File: src/rtl/adxl362_spi_responder.sv
// ADXL362 register-interface model: oversampled SPI mode-0 responder with burst reads and writes.
// Define ADXL_SOFT_RESET_EN to enable the soft-reset register at 0x1F (write 0x52).
module adxl362_spi_responder #(
  parameter int unsigned SYNC_STAGES = 2,
  parameter logic [7:0]  DEVID_AD    = 8'hAD,
  parameter logic [7:0]  PARTID      = 8'hF2
) (
  input  logic        clk,
  input  logic        reset,
  input  logic        sclk,
  input  logic        mosi,
  input  logic        ss,
  output logic        miso,
  input  logic [11:0] sample_x,
  input  logic [11:0] sample_y,
  input  logic [11:0] sample_z,
  input  logic        sample_valid,
  output logic [7:0]  power_ctl,
  output logic        wr_strobe,
  output logic [7:0]  wr_addr,
  output logic        busy
);
  localparam int unsigned SW   = 12;
  localparam int unsigned NREG = 15;
  localparam logic [7:0]  CMD_READ  = 8'h0B;
  localparam logic [7:0]  CMD_WRITE = 8'h0A;

  typedef enum logic [2:0] {S_IDLE, S_CMD, S_ADDR, S_RD, S_WR, S_IGNORE} state_e;

  logic [SYNC_STAGES-1:0] sclk_sync_q, sclk_sync_d, mosi_sync_q, mosi_sync_d, ss_sync_q, ss_sync_d;
  logic                   sclk_prev_q, sclk_prev_d;
  state_e                 state_q, state_d;
  logic                   rd_q, rd_d, load_q, load_d, miso_q, miso_d, dready_q, dready_d;
  logic                   wr_strobe_q, wr_strobe_d;
  logic [2:0]             bit_cnt_q, bit_cnt_d;
  logic [7:0]             rx_q, rx_d, tx_q, tx_d, addr_q, addr_d, wr_addr_q, wr_addr_d;
  logic [NREG-1:0][7:0]   regs_q, regs_d;
  logic [SW-1:0]          x_q, x_d, y_q, y_d, z_q, z_d, sh_x_q, sh_x_d, sh_y_q, sh_y_d, sh_z_q, sh_z_d;

  logic       sclk_s, mosi_s, ss_s, sclk_rise, sclk_fall, in_window, dready_clr, soft_clr;
  logic [3:0] reg_idx;
  logic [7:0] byte_in, rdata;

  assign sclk_s    = sclk_sync_q[SYNC_STAGES-1];
  assign mosi_s    = mosi_sync_q[SYNC_STAGES-1];
  assign ss_s      = ss_sync_q[SYNC_STAGES-1];
  assign sclk_rise = sclk_s & ~sclk_prev_q;
  assign sclk_fall = ~sclk_s & sclk_prev_q;
  assign byte_in   = {rx_q[6:0], mosi_s};
  assign in_window = (addr_q >= 8'h20) && (addr_q <= 8'h2E);
  assign reg_idx   = 4'(addr_q - 8'h20);

  assign miso      = miso_q;
  assign busy      = ~ss_s;
  assign wr_strobe = wr_strobe_q;
  assign wr_addr   = wr_addr_q;
  assign power_ctl = regs_q[4'hD];

  // Input synchronizers and sclk edge register
  always_comb begin
    sclk_sync_d = {sclk_sync_q[SYNC_STAGES-2:0], sclk};
    mosi_sync_d = {mosi_sync_q[SYNC_STAGES-2:0], mosi};
    ss_sync_d   = {ss_sync_q[SYNC_STAGES-2:0], ss};
    sclk_prev_d = sclk_s;
  end

  // Read mux; X/Y/Z come from the snapshot taken when the address byte completed
  always_comb begin
    rdata = 8'h00;
    case (addr_q)
      8'h00:   rdata = DEVID_AD;
      8'h01:   rdata = 8'h1D;
      8'h02:   rdata = PARTID;
      8'h03:   rdata = 8'h01;
      8'h0B:   rdata = {7'd0, dready_q};
      8'h0E:   rdata = sh_x_q[7:0];
      8'h0F:   rdata = {{4{sh_x_q[11]}}, sh_x_q[11:8]};
      8'h10:   rdata = sh_y_q[7:0];
      8'h11:   rdata = {{4{sh_y_q[11]}}, sh_y_q[11:8]};
      8'h12:   rdata = sh_z_q[7:0];
      8'h13:   rdata = {{4{sh_z_q[11]}}, sh_z_q[11:8]};
      default: if (in_window) rdata = regs_q[reg_idx];
    endcase
  end

  always_comb begin
    state_d     = state_q;
    rd_d        = rd_q;
    bit_cnt_d   = bit_cnt_q;
    rx_d        = rx_q;
    tx_d        = tx_q;
    addr_d      = addr_q;
    load_d      = load_q;
    miso_d      = miso_q;
    regs_d      = regs_q;
    wr_strobe_d = 1'b0;
    wr_addr_d   = wr_addr_q;
    sh_x_d      = sh_x_q;
    sh_y_d      = sh_y_q;
    sh_z_d      = sh_z_q;
    dready_clr  = 1'b0;
    soft_clr    = 1'b0;
    if (ss_s) begin
      state_d   = S_IDLE;
      bit_cnt_d = 3'd0;
      load_d    = 1'b0;
      miso_d    = 1'b0;
    end else begin
      case (state_q)
        S_IDLE: begin
          state_d   = S_CMD;
          bit_cnt_d = 3'd0;
        end
        S_CMD, S_ADDR, S_RD, S_WR: begin
          if (sclk_rise) begin
            rx_d      = byte_in;
            bit_cnt_d = bit_cnt_q + 3'd1;
            if (bit_cnt_q == 3'd7) begin
              case (state_q)
                S_CMD: begin
                  rd_d    = (byte_in == CMD_READ);
                  state_d = (byte_in == CMD_READ || byte_in == CMD_WRITE) ? S_ADDR : S_IGNORE;
                end
                S_ADDR: begin
                  addr_d  = byte_in;
                  sh_x_d  = x_q;
                  sh_y_d  = y_q;
                  sh_z_d  = z_q;
                  load_d  = rd_q;
                  state_d = rd_q ? S_RD : S_WR;
                end
                S_RD: begin
                  addr_d = addr_q + 8'd1;
                  load_d = 1'b1;
                end
                default: begin
                  addr_d = addr_q + 8'd1;
                  if (in_window) begin
                    regs_d[reg_idx] = byte_in;
                    wr_strobe_d     = 1'b1;
                    wr_addr_d       = addr_q;
                  end
`ifdef ADXL_SOFT_RESET_EN
                  else if (addr_q == 8'h1F && byte_in == 8'h52) begin
                    regs_d      = '0;
                    soft_clr    = 1'b1;
                    wr_strobe_d = 1'b1;
                    wr_addr_d   = 8'h1F;
                  end
`endif
                end
              endcase
            end
          end else if (sclk_fall && state_q == S_RD) begin
            // First fall after a completed byte loads the next register; later falls shift
            if (load_q) begin
              miso_d     = rdata[7];
              tx_d       = {rdata[6:0], 1'b0};
              load_d     = 1'b0;
              dready_clr = (addr_q == 8'h0B);
            end else begin
              miso_d = tx_q[7];
              tx_d   = {tx_q[6:0], 1'b0};
            end
          end
        end
        default: ;
      endcase
    end
    x_d = sample_valid ? sample_x : x_q;
    y_d = sample_valid ? sample_y : y_q;
    z_d = sample_valid ? sample_z : z_q;
    dready_d = (dready_clr || soft_clr) ? 1'b0 : dready_q;
    if (sample_valid) dready_d = 1'b1;
  end

  always_ff @(posedge clk or negedge reset) begin
    if (!reset) begin
      sclk_sync_q <= '0;
      mosi_sync_q <= '0;
      ss_sync_q   <= '1;
      sclk_prev_q <= 1'b0;
      state_q     <= S_IDLE;
      rd_q        <= 1'b0;
      load_q      <= 1'b0;
      miso_q      <= 1'b0;
      dready_q    <= 1'b0;
      wr_strobe_q <= 1'b0;
      bit_cnt_q   <= 3'd0;
      rx_q        <= 8'h00;
      tx_q        <= 8'h00;
      addr_q      <= 8'h00;
      wr_addr_q   <= 8'h00;
      regs_q      <= '0;
      x_q         <= '0;
      y_q         <= '0;
      z_q         <= '0;
      sh_x_q      <= '0;
      sh_y_q      <= '0;
      sh_z_q      <= '0;
    end else begin
      sclk_sync_q <= sclk_sync_d;
      mosi_sync_q <= mosi_sync_d;
      ss_sync_q   <= ss_sync_d;
      sclk_prev_q <= sclk_prev_d;
      state_q     <= state_d;
      rd_q        <= rd_d;
      load_q      <= load_d;
      miso_q      <= miso_d;
      dready_q    <= dready_d;
      wr_strobe_q <= wr_strobe_d;
      bit_cnt_q   <= bit_cnt_d;
      rx_q        <= rx_d;
      tx_q        <= tx_d;
      addr_q      <= addr_d;
      wr_addr_q   <= wr_addr_d;
      regs_q      <= regs_d;
      x_q         <= x_d;
      y_q         <= y_d;
      z_q         <= z_d;
      sh_x_q      <= sh_x_d;
      sh_y_q      <= sh_y_d;
      sh_z_q      <= sh_z_d;
    end
  end

endmodule

File: config.mk
export PLATFORM = sky130hd
export DESIGN_NAME = adxl362_spi_responder
export DESIGN_NICKNAME = d
export VERILOG_FILES = /design/src/rtl/adxl362_spi_responder.sv
export SDC_FILE = /design/constraint.sdc
export NUM_CORES = 1
export LEC_CHECK = 0
export CAP_MARGIN = 0
export CORE_MARGIN = 2
export CORE_UTILIZATION = 50
export CTS_CLUSTER_SIZE = 16
export DETAILED_ROUTE_END_ITERATION = 8
export GPL_ROUTABILITY_DRIVEN = 0
export PLACE_DENSITY = 0.74
export SLEW_MARGIN = 25
export SYNTH_ARGS = -nofsm -noshare
export SYNTH_HDL_FRONTEND = slang
export SYNTH_SLANG_ARGS = --single-unit
File: constraint.sdc
create_clock -name clk -period 2.8 [get_ports clk]
set_clock_uncertainty 0.2 [all_clocks]
set_input_delay 0.7 -clock clk [delete_from_list [all_inputs] [get_ports clk]]
set_output_delay 0.7 -clock clk [all_outputs]
set_load 0.05 [all_outputs]
# After elaboration in Yosys (flattened, before gate mapping)
# Index checks and enable logic that the tools add are counted.
[word_totals]
register_bits = 241
wordCells = 140
[op_classes]
add_sub_neg = 3
n_lt_le_gt_ge = 4
eq_ne = 23
n_bitwise = 8
n_reduce_logical = 23
muxes = 43
[op_table]
columns = ["cell", "count"]
rows = [
  ["$bwmux W120", 1],
  ["$pmux W8 S11", 1],
  ["$eq A8 B4 Y1 const B", 5],
  ["$bmux W8 S4", 1],
  ["$demux W8 S4", 1],
  ["$eq A8 B5 Y1 const B", 4],
  ["$mux W8", 4],
  ["$mux W1", 23],
  ["$mux W3", 7],
  ["$pmux W3 S2", 3],
  ["$eq A8 B2 Y1 const B", 2],
  ["$pmux W8 S2", 1],
  ["$reduce_and A5 Y1", 3],
  ["$reduce_and A4 Y1", 3],
  ["$add A8 B1 Y8 const B", 1],
  ["$eq A8 B1 Y1 const B", 1],
  ["$ge A8 B6 Y1 const B", 1],
  ["$le A8 B6 Y1 const B", 1],
  ["$logic_not A8 Y1", 1],
  ["$eq A3 B2 Y1 const B", 2],
  ["$eq A3 B3 Y1 const B", 2],
  ["$ne A3 B3 Y1 const B", 2],
  ["$not A1 Y1", 6],
  ["$reduce_and A3 Y1", 2],
  ["other kinds (20)", 26],
]

# Longest topological paths before layout
# Gate-level depths: netlist of run 1.
[logic_depth]
depth_word = 10
depth_mapped = 10

# Worst setup path after synthesis of run 1
# OpenSTA, ideal clock, no wires.
[synth_timing]
kind = "flip-flop to flip-flop"
startpoint = "register ss_sync_q[1]"
endpoint = "register sh_x_q[0]"
synth_period_minus_slack_ps = 2649
t_arrival_ps = 2324
path_buffers = 2
setup_ps = 125
path_stages_with_launch = 6
setup_slack_ps = 151
cell_sequence = "dfstp_2 -> clkbuf_1 -> clkinv_1 -> nand3_1 -> clkbuf_1 -> mux2_2"
[synth_between]
elab_chain_cells = 2
[synth_lines]
columns = ["element", "line", "source"]
rows = [
  ["start: declaration", "30", "logic [SYNC_STAGES-1:0] sclk_sync_q, sclk_sync_d, mosi_sync_q, mosi_sync_d, ss_sync_q, ss_sync_d;"],
  ["start signal: assignment", "204", "ss_sync_q <= ss_sync_d;"],
  ["$not A1 Y1 (no source line)", "--", ""],
  ["via busy", "21", "output logic busy"],
  ["$reduce_and A5 Y1 (no source line)", "--", ""],
  ["end signal: assignment", "198", "sh_x_q <= '0;"],
  ["end signal: assignment", "221", "sh_x_q <= sh_x_d;"],
  ["end: declaration", "38", "logic [SW-1:0] x_q, x_d, y_q, y_d, z_q, z_d, sh_x_q, sh_x_d, sh_y_q, sh_y_d, sh_z_q, sh_z_d;"],
]
# The timed path passes the listed nets, and every way through them passes these cells.
# A chain may end at the register's enable or synchronous reset.

# Worst setup path after layout of run 1
[layout_timing]
startpoint = "register ss_sync_q[1]"
endpoint = "output port busy"
[layout_between]
elab_chain_cells = 1
[layout_lines]
columns = ["element", "line"]
rows = [
  ["$not A1 Y1 (no source line)", "--"],
  ["end: declaration", "21"],
]
# No other way between the ends.

==> results.txt, run 1 <==
The run finished with clean final reports. The non-filler instance count after layout came out at 1181. The met3 routed wirelength was 1190 um. After synthesis the cells add up to 0.0114 mm^2.

The worst min-delay path startpoint was sclk_sync_q[0]. The number of buffers inserted by post-CTS setup repair is 0. In this run the worst path has a maximum fanout of 8. The horizontal extent of the die came out at 155 um. The die covers 0.0241 mm^2. The final-report hold violation count was 0.

The via count of the first global-routing pass is 7358, and the number of H-tree branching levels is 1. After detailed placement, the total cell area comes to 0.0125 mm^2. Data arrives at the worst endpoint at 1830 ps. Share of the clock period used by the worst path after layout: 97.5%. The min-delay analysis places its worst path in the category reg2reg. Relative to the synthesized area, the layout overhead comes to 17.1%.

The tools report the type of destination of the critical path as a primary output. The core region is 0.0226 mm^2. The finished cells cover 0.0134 mm^2.

The critical path's slowest cell was dfstp_2. The logs give 0 for the total global routing overflow and 0 ps for the accumulated negative setup slack. After synthesis, the share of flip-flops with an asynchronous set or reset is 100%. The fill cell instance count of the final layout came out at 1755. The clock network latency to the later pin of the worst-skew pair came out at 540 ps. The leading cell type in the layout, fill and taps excluded was dfrtp_1. The worst hold margin was 155 ps; the register bit total from synthesis was 240.

Average wire length per cell after detail routing: 21.5 um. After detailed routing, no signal wire sits above met4. The initial antenna violation count came out at 0. The largest single stage delay on the critical path is 620 ps.

The number of nets handed over by synthesis was 861. Dividing the detail-routed via count by the number of cells gives 5.96. Buffers inserted during clock tree synthesis total 25. The worst setup path is launched from a register. Capture instance of the worst register-to-register path: regs_q[73]. The design draws 7.81 mW.

STA puts the critical path data required time at 1900 ps. IR analysis of the VDD net gives a maximum drop of 362 uV. Wires add up to 25400 um.

The run gives 0 as the final count of negative-setup-slack endpoints. In this run the worst setup path begins at ss_sync_q[1]. The tools report the headroom to the max-slew limit as 39.4%. The critical path ends at busy. The slew at the pin closest to its max-slew limit came out at 910 ps.

Flip-flop cell with the highest count after synthesis: dfrtp_1. The number of flops mapped to enable cells by yosys works out to 0. The detailed router finished its first iteration with 592 violations.

The logs give 59 for the maximum number of pins on one net before global-route repair and 41700 um for the global-route wire length before repair. Summed over all cells, the static leakage comes to 6.18 nW. For this configuration, the core starts out at a cell density of 50.7%. For the number of ports placed on the die boundary, the log shows 61.

TritonCTS built the clock tree. The tools report the number of pins with negative max-slew slack in the final report as 0. In this run the remaining antenna-violating nets after routing total 0. The logs give 925 for the net count reported at finish and 0 for the number of max-cap violations. After clock tree synthesis, the clock-pin slew on the worst setup and hold paths is 60 ps.

The number of different library cells in the post-synthesis netlist came out at 66. The worst setup path is of the reg2out kind. The tools report the proportion of synthesized chip area in sequential cells as 52.5%. For this run, design rule violations remaining after detail routing come to 0.

The first detailed-routing pass ran for 5 iterations. Walking the worst path, the cells encountered are clkinv_1 > dlygate4sd2_1. Row generation in the floorplan step produced 55 rows. Of the cells placed in the final design, the portion with a size suffix greater than 1 is 38.1%. The worst setup slack for register-to-register paths is 200 ps. The post-route met1 wirelength was 11600 um. The number of buffers added on ports came out at 60. The tools report the number of warning messages in the yosys log as 0.

The gate count after technology mapping is 813. The routed design uses 12100 um of met2 wire. The global-route total usage across every layer is 21.8%, and the routed via count is 7038.

After detailed placement, the design holds a cell count of 1134. The vertical extent of the die works out to 155 um. The clock passes through at most 3 buffers. The final critical delay including setup and external delays came out at 2730 ps.

In the layout the commonest cells are dfrtp_1, mux2_2, mux2_4. In this run the clock root is driven by a clkbuf_16. The average instance in the mapped netlist occupies 14.1 um^2. Derived from the worst setup path, the maximum achievable clock frequency is 366 MHz.

Summed over all nets, the half-perimeter wirelength after detailed placement is 17000 um. The beginning of the worst register-to-register path is addr_q[7]. The worst register-to-register path has a depth of 5. Setup repair after global routing left no endpoint under its margin. 0 antenna diodes ended up in the layout. Dividing total power by cell area gives a power density of 583 mW/mm^2. For the total clock sinks, the log shows 240.
[kinds of logic after synthesis]
kind of cell	synth area share, %
buffers and inverters	3.53
XOR/XNOR	0.0766
multiplexers	28.4
AND/OR/NAND/NOR	7.16
AO/OA/AOI/OAI	7.70
flip-flops	52.5
adder cells (fa/ha/maj)	0.656
[state kept, by name, summed over array words and instances (netlist names), 2 cells and up]
name and cells:
sh_x_q 12, power_ctl 8, y_q 12, sclk_sync_q 2, ss_sync_q 2, sh_z_q 12
mosi_sync_q 2, bit_cnt_q 3, regs_q 112, sh_y_q 12, state_q 3, x_q 12
z_q 12, rx_q 7, addr_q 8, tx_q 7, wr_addr 8
[how the worst min path moves through the flow]
stage / endpoint / depth (start not counted)
after floorplan: mosi_sync_q[1] / 0
after global placement: mosi_sync_q[1] / 0
after detailed placement: sclk_sync_q[1] / 0
after CTS: mosi_sync_q[1] / 0
after global routing: mosi_sync_q[1] / 0
final: sclk_sync_q[1] / 0
[stage by stage]
stage                     setup slack (ps)  util, %
after global routing                  14.8     59.4
after CTS                             57.9     59.4
after floorplan                        151        -
after detailed placement               247     55.3
final                                 69.7     59.4
after global placement                 290     55.3
[routing by layer]
metal	vias to the layer above	global-route usage, %
met1	3632	31.6
met4	0	5.11
met5	-	0
met2	204	35.0
met3	42	3.23
li1	3160	-
[layout make-up]
class | count | area (um^2) | share of cell area, %
Sequential cell | 240 | 6010 | 44.8
Multi-Input combinational cell | 495 | 5030 | 37.5
Timing Repair Buffer | 106 | 1050 | 7.85
Clock buffer | 33 | 696 | 5.19
Tap cell | 285 | 357 | 2.66
Clock inverter | 13 | 224 | 1.67
Inverter | 9 | 33.8 | 0.252
[synthesized netlist by cell type, types with 9 or more instances]
library cell  count  share of area, %
nor2b_1          10              0.55
nor3b_1           9              0.59
dfrtp_1         238                52
o21ai_0          27               1.2
buf_4            13              0.85
mux2i_1          12               1.0
nor2_1           13              0.43
nand2_1          24              0.79
a221oi_1         13              0.99
nor3_1           10              0.44
mux2_2          129                13
a22oi_1           9              0.59
a21oi_1          23               1.0
mux2_4           80                10
nand3_4          12               1.8
mux4_2           21               4.1
clkbuf_1         43               1.4
[report_power, final]
| group | internal (mW) | switching [mW] |
|---|---|---|
| Sequential | 3.55 | 0.0796 |
| Clock | 2.30 | 1.39 |
| Combinational | 0.193 | 0.292 |
| Total | 6.05 | 1.76 |
[repair_timing]
action / in CTS / in global routing
endpoints found under the setup margin: 1 / 0
hold buffers: 1 / 0
resized for setup: 1 / 0
endpoints found under the hold margin: 52 / 0
[critical path: cells and delay by family, from the launching register on]
kind / cells / cell delay, ps
DFF: 1 / 620
buffers and inverters: 2 / 670
(Power assumes the default switching activity.)
==> run 2, diff against run 1 <==
--- a/config.mk
+++ b/config.mk
@@ -8,7 +8,6 @@
 export CAP_MARGIN = 0
 export CORE_MARGIN = 2
 export CORE_UTILIZATION = 50
-export CTS_CLUSTER_SIZE = 16
 export DETAILED_ROUTE_END_ITERATION = 8
 export GPL_ROUTABILITY_DRIVEN = 0
 export PLACE_DENSITY = 0.74
==> results of run 2 <==
The final DEF is identical to that of run 1; final timing and power are the same.
==> run 3, diff against run 2 <==
--- a/config.mk
+++ b/config.mk
@@ -6,11 +6,11 @@
 export NUM_CORES = 1
 export LEC_CHECK = 0
 export CAP_MARGIN = 0
-export CORE_MARGIN = 2
 export CORE_UTILIZATION = 50
 export DETAILED_ROUTE_END_ITERATION = 8
 export GPL_ROUTABILITY_DRIVEN = 0
-export PLACE_DENSITY = 0.74
+export PLACE_DENSITY_LB_ADDON = 0.1
+export REMOVE_ABC_BUFFERS = 1
 export SLEW_MARGIN = 25
 export SYNTH_ARGS = -nofsm -noshare
 export SYNTH_HDL_FRONTEND = slang
==> run 3 against run 2 <==
  * Fmax is 3.5% higher
  * Total power is 2.4% lower
  * Die area is 2.6% lower
  * Non-clock buffer count is 4 higher
  * Flip-flop and latch count stayed put
  * Via count is 0.82% higher
  * Register-to-register slack worse by 20 ps
  * Core utilization is 0.89 points higher
  * Critical path type unchanged
  * Highest routed layer unchanged
==> results.txt, run 3 (synthesis results as in run 1) <==
The count of nets left with antenna violations after detail routing came out at 0 (unchanged). The launching element type of the critical path was a register (unchanged). The leading cell type in the layout, fill and taps excluded is dfrtp_1 (unchanged). The vertical extent of the die is 153 um (was 155 um), and the switching portion of total power is 22.7% (was 22.6%).

Most frequent cells in the layout: dfrtp_1, mux2_2, mux2_4 (unchanged). The combinational cell fraction of total power came out at 6.9% (was 6.2%). For the required time at the worst-slack endpoint, the log shows 1900 ps (about the same). Number of flip-flops under the largest register name: 112 (unchanged). The tools report the via count of the first global-routing pass as 7532 (was 7358). For the number of buffers inserted by post-CTS setup repair, the log shows 0 (unchanged). The type of the tightest min-delay check was reg2reg (unchanged). The final critical delay including setup and external delays works out to 2640 ps (was 2730 ps). The total internal power was 5.90 mW (was 6.05 mW); the routed wire length was 26500 um (was 25400 um).

The run gives 23.4% (was 21.8%) as the global-route total usage across every layer. The largest register by flop count was regs_q (unchanged). The count of unresolved DRC violations after routing came out at 0 (unchanged). The worst-case setup slack after placement is 190 ps (was 247 ps). The relative contribution of sequential cells to total power is 47.4% (was 46.5%), and the slew at the pin closest to its max-slew limit is 897 ps (was 910 ps). The tools report the number of max-cap violations as 0 (unchanged). The number of buffers added on ports works out to 60 (unchanged). The maximum number of pins on one net before global-route repair was 62 (was 59); the placed standard-cell area was 0.0125 mm^2 (about the same). The run gives 1180 (was 1181) as the non-filler instance count after layout.

The length of the first detailed-routing pass in iterations was 5 (unchanged). The fraction of final layout cells with drive strength greater than 1 is 38.6% (was 38.1%), and the final-report hold violation count is 0 (unchanged). The tools report the post-layout instance area as 0.0134 mm^2 (about the same). The headroom to the max-slew limit is 40.2% (was 39.4%). Kind of cell adding the most delay to the critical path: buffers and inverters (unchanged).

The run gives 240 (unchanged) as the total clock sinks. The maximum fanout along the worst path is 3 (was 8). The flow ran to the end, and the final reports show no timing, DRC or antenna violations.

The logs give 61 (unchanged) for the number of ports placed on the die boundary and 7.62 mW (was 7.81 mW) for the total power after layout. The run gives 1 (unchanged) as the number of H-tree branching levels. Estimated wirelength of the detail-placed design: 17900 um (was 17000 um).

Number of buffers between clock root and the deepest sink: 3 (unchanged). The power share of the clock group was 45.7% (was 47.3%). The detailed router's first-iteration violation count is 410 (was 592). Cells traversed along the worst timing path: clkdlybuf4s50_1 (was clkinv_1 > dlygate4sd2_1). The die footprint was 0.0235 mm^2 (was 0.0241 mm^2). The average wire length per cell after detail routing is 22.4 um (was 21.5 um), and the net count reported at finish is 930 (was 925).

Setup repair after global routing left no endpoint under its margin. The delay of the slowest cell on the worst path is 820 ps (was 620 ps). The number of pins with negative max-slew slack in the final report was 0 (unchanged); the horizontal extent of the die was 153 um (was 155 um).

The signal arrival time at the worst endpoint was 1740 ps (was 1830 ps); the worst hold margin was 149 ps (was 155 ps). The worst min-delay path startpoint is mosi_sync_q[0] (was sclk_sync_q[0]). The run gives 26 (was 25) as the number of buffers created by CTS. TritonCTS built the clock tree. The tools report the type of destination of the critical path as a primary output (unchanged).

The total global routing overflow came out at 0 (unchanged). The beginning of the worst register-to-register path was addr_q[7] (unchanged). The run gives 54 (was 55) as the number of rows created at floorplan.

The synthesis-to-finish area growth works out to 16.7% (was 17.1%). The critical path's slowest cell was clkdlybuf4s50_1 (was dfstp_2). The logs give 0 ps (unchanged) for the accumulated negative setup slack and 42900 um (was 41700 um) for the global-route wire length before repair.

The placeable core region came out at 0.0222 mm^2 (was 0.0226 mm^2). The number of cells after detailed placement was 1133 (was 1134); the mean number of vias per cell was 6.01 (was 5.96). Post-layout utilization of the core: 60.3% (was 59.4%). The logs give 520 ps (was 540 ps) for the clock network latency to the later pin of the worst-skew pair and 0 (unchanged) for the initial antenna violation count. CTS clock-pin slew for the worst setup and hold paths: 60 ps (about the same). The root cell of the clock tree was clkbuf_16 (unchanged). The share of the clock period used by the worst path after layout is 94.2% (was 97.5%), and the worst ir drop on vdd is 477 uV (was 362 uV). The switching power total is 1.73 mW (was 1.76 mW).

For the routed via count, the log shows 7096 (was 7038). Initial standard-cell utilization of the core: 51.6% (was 50.7%). For the final count of negative-setup-slack endpoints, the log shows 0 (unchanged). The tools report the maximum clock frequency as 379 MHz (was 366 MHz). The number of buffers and inverters on the critical path came out at 1 (was 2). The tools report the leakage dissipation as 6.18 nW (about the same). Power per unit of standard cell area: 571 mW/mm^2 (was 583 mW/mm^2).

The critical setup path kind was reg2out (unchanged). The final critical-path setup slack was 162 ps (was 69.7 ps). The run gives 0 (unchanged) as the number of inserted diodes.

The tools report the launch point of the worst path as power_ctl[5] (was ss_sync_q[1]).
[run 3: power groups by stage]
stage	combinational, mW	sequential [mW]	clock, mW
floorplan	0.125	3.73	0
global placement	0.518	3.67	0
detailed placement	0.537	3.67	0
CTS	0.540	3.61	3.57
global route	0.573	3.62	3.70
finish	0.529	3.61	3.48
[run 3: area by class of cell]
cell class	instances	area, um^2
flip-flops and latches	240	6010
inverters	9	33.8
clock buffers	38	797
fillers	1724	8810
clock inverters	8	92.6
multi-input cells	495	5030
repair buffers	110	1040
well taps	280	350
[run 3: what timing repair did]
item,CTS,global route
resized for setup,1,2
hold endpoints to repair,53,0
setup endpoints to repair,1,1
pin swaps,0,0
hold buffers,1,0
[run 3: layer usage]
metal | global-route usage, % | share of wire (%)
met5 | 0 | 0
met4 | 7.55 | 2.7
met3 | 3.15 | 4.4
met2 | 35.7 | 46
met1 | 34.5 | 47
[run 3: final timing paths]
check                      depth (start not counted)        endpoint  slack [ps]
setup / recovery                                   1    power_ctl[5]         160
hold / removal                                     0  mosi_sync_q[1]         150
setup reg to reg                                   5      regs_q[79]         180
hold reg to reg                                    0  mosi_sync_q[1]         150
max in group asynchronous                          3      wr_addr[7]        1050
min in group asynchronous                          2         rx_q[0]         520
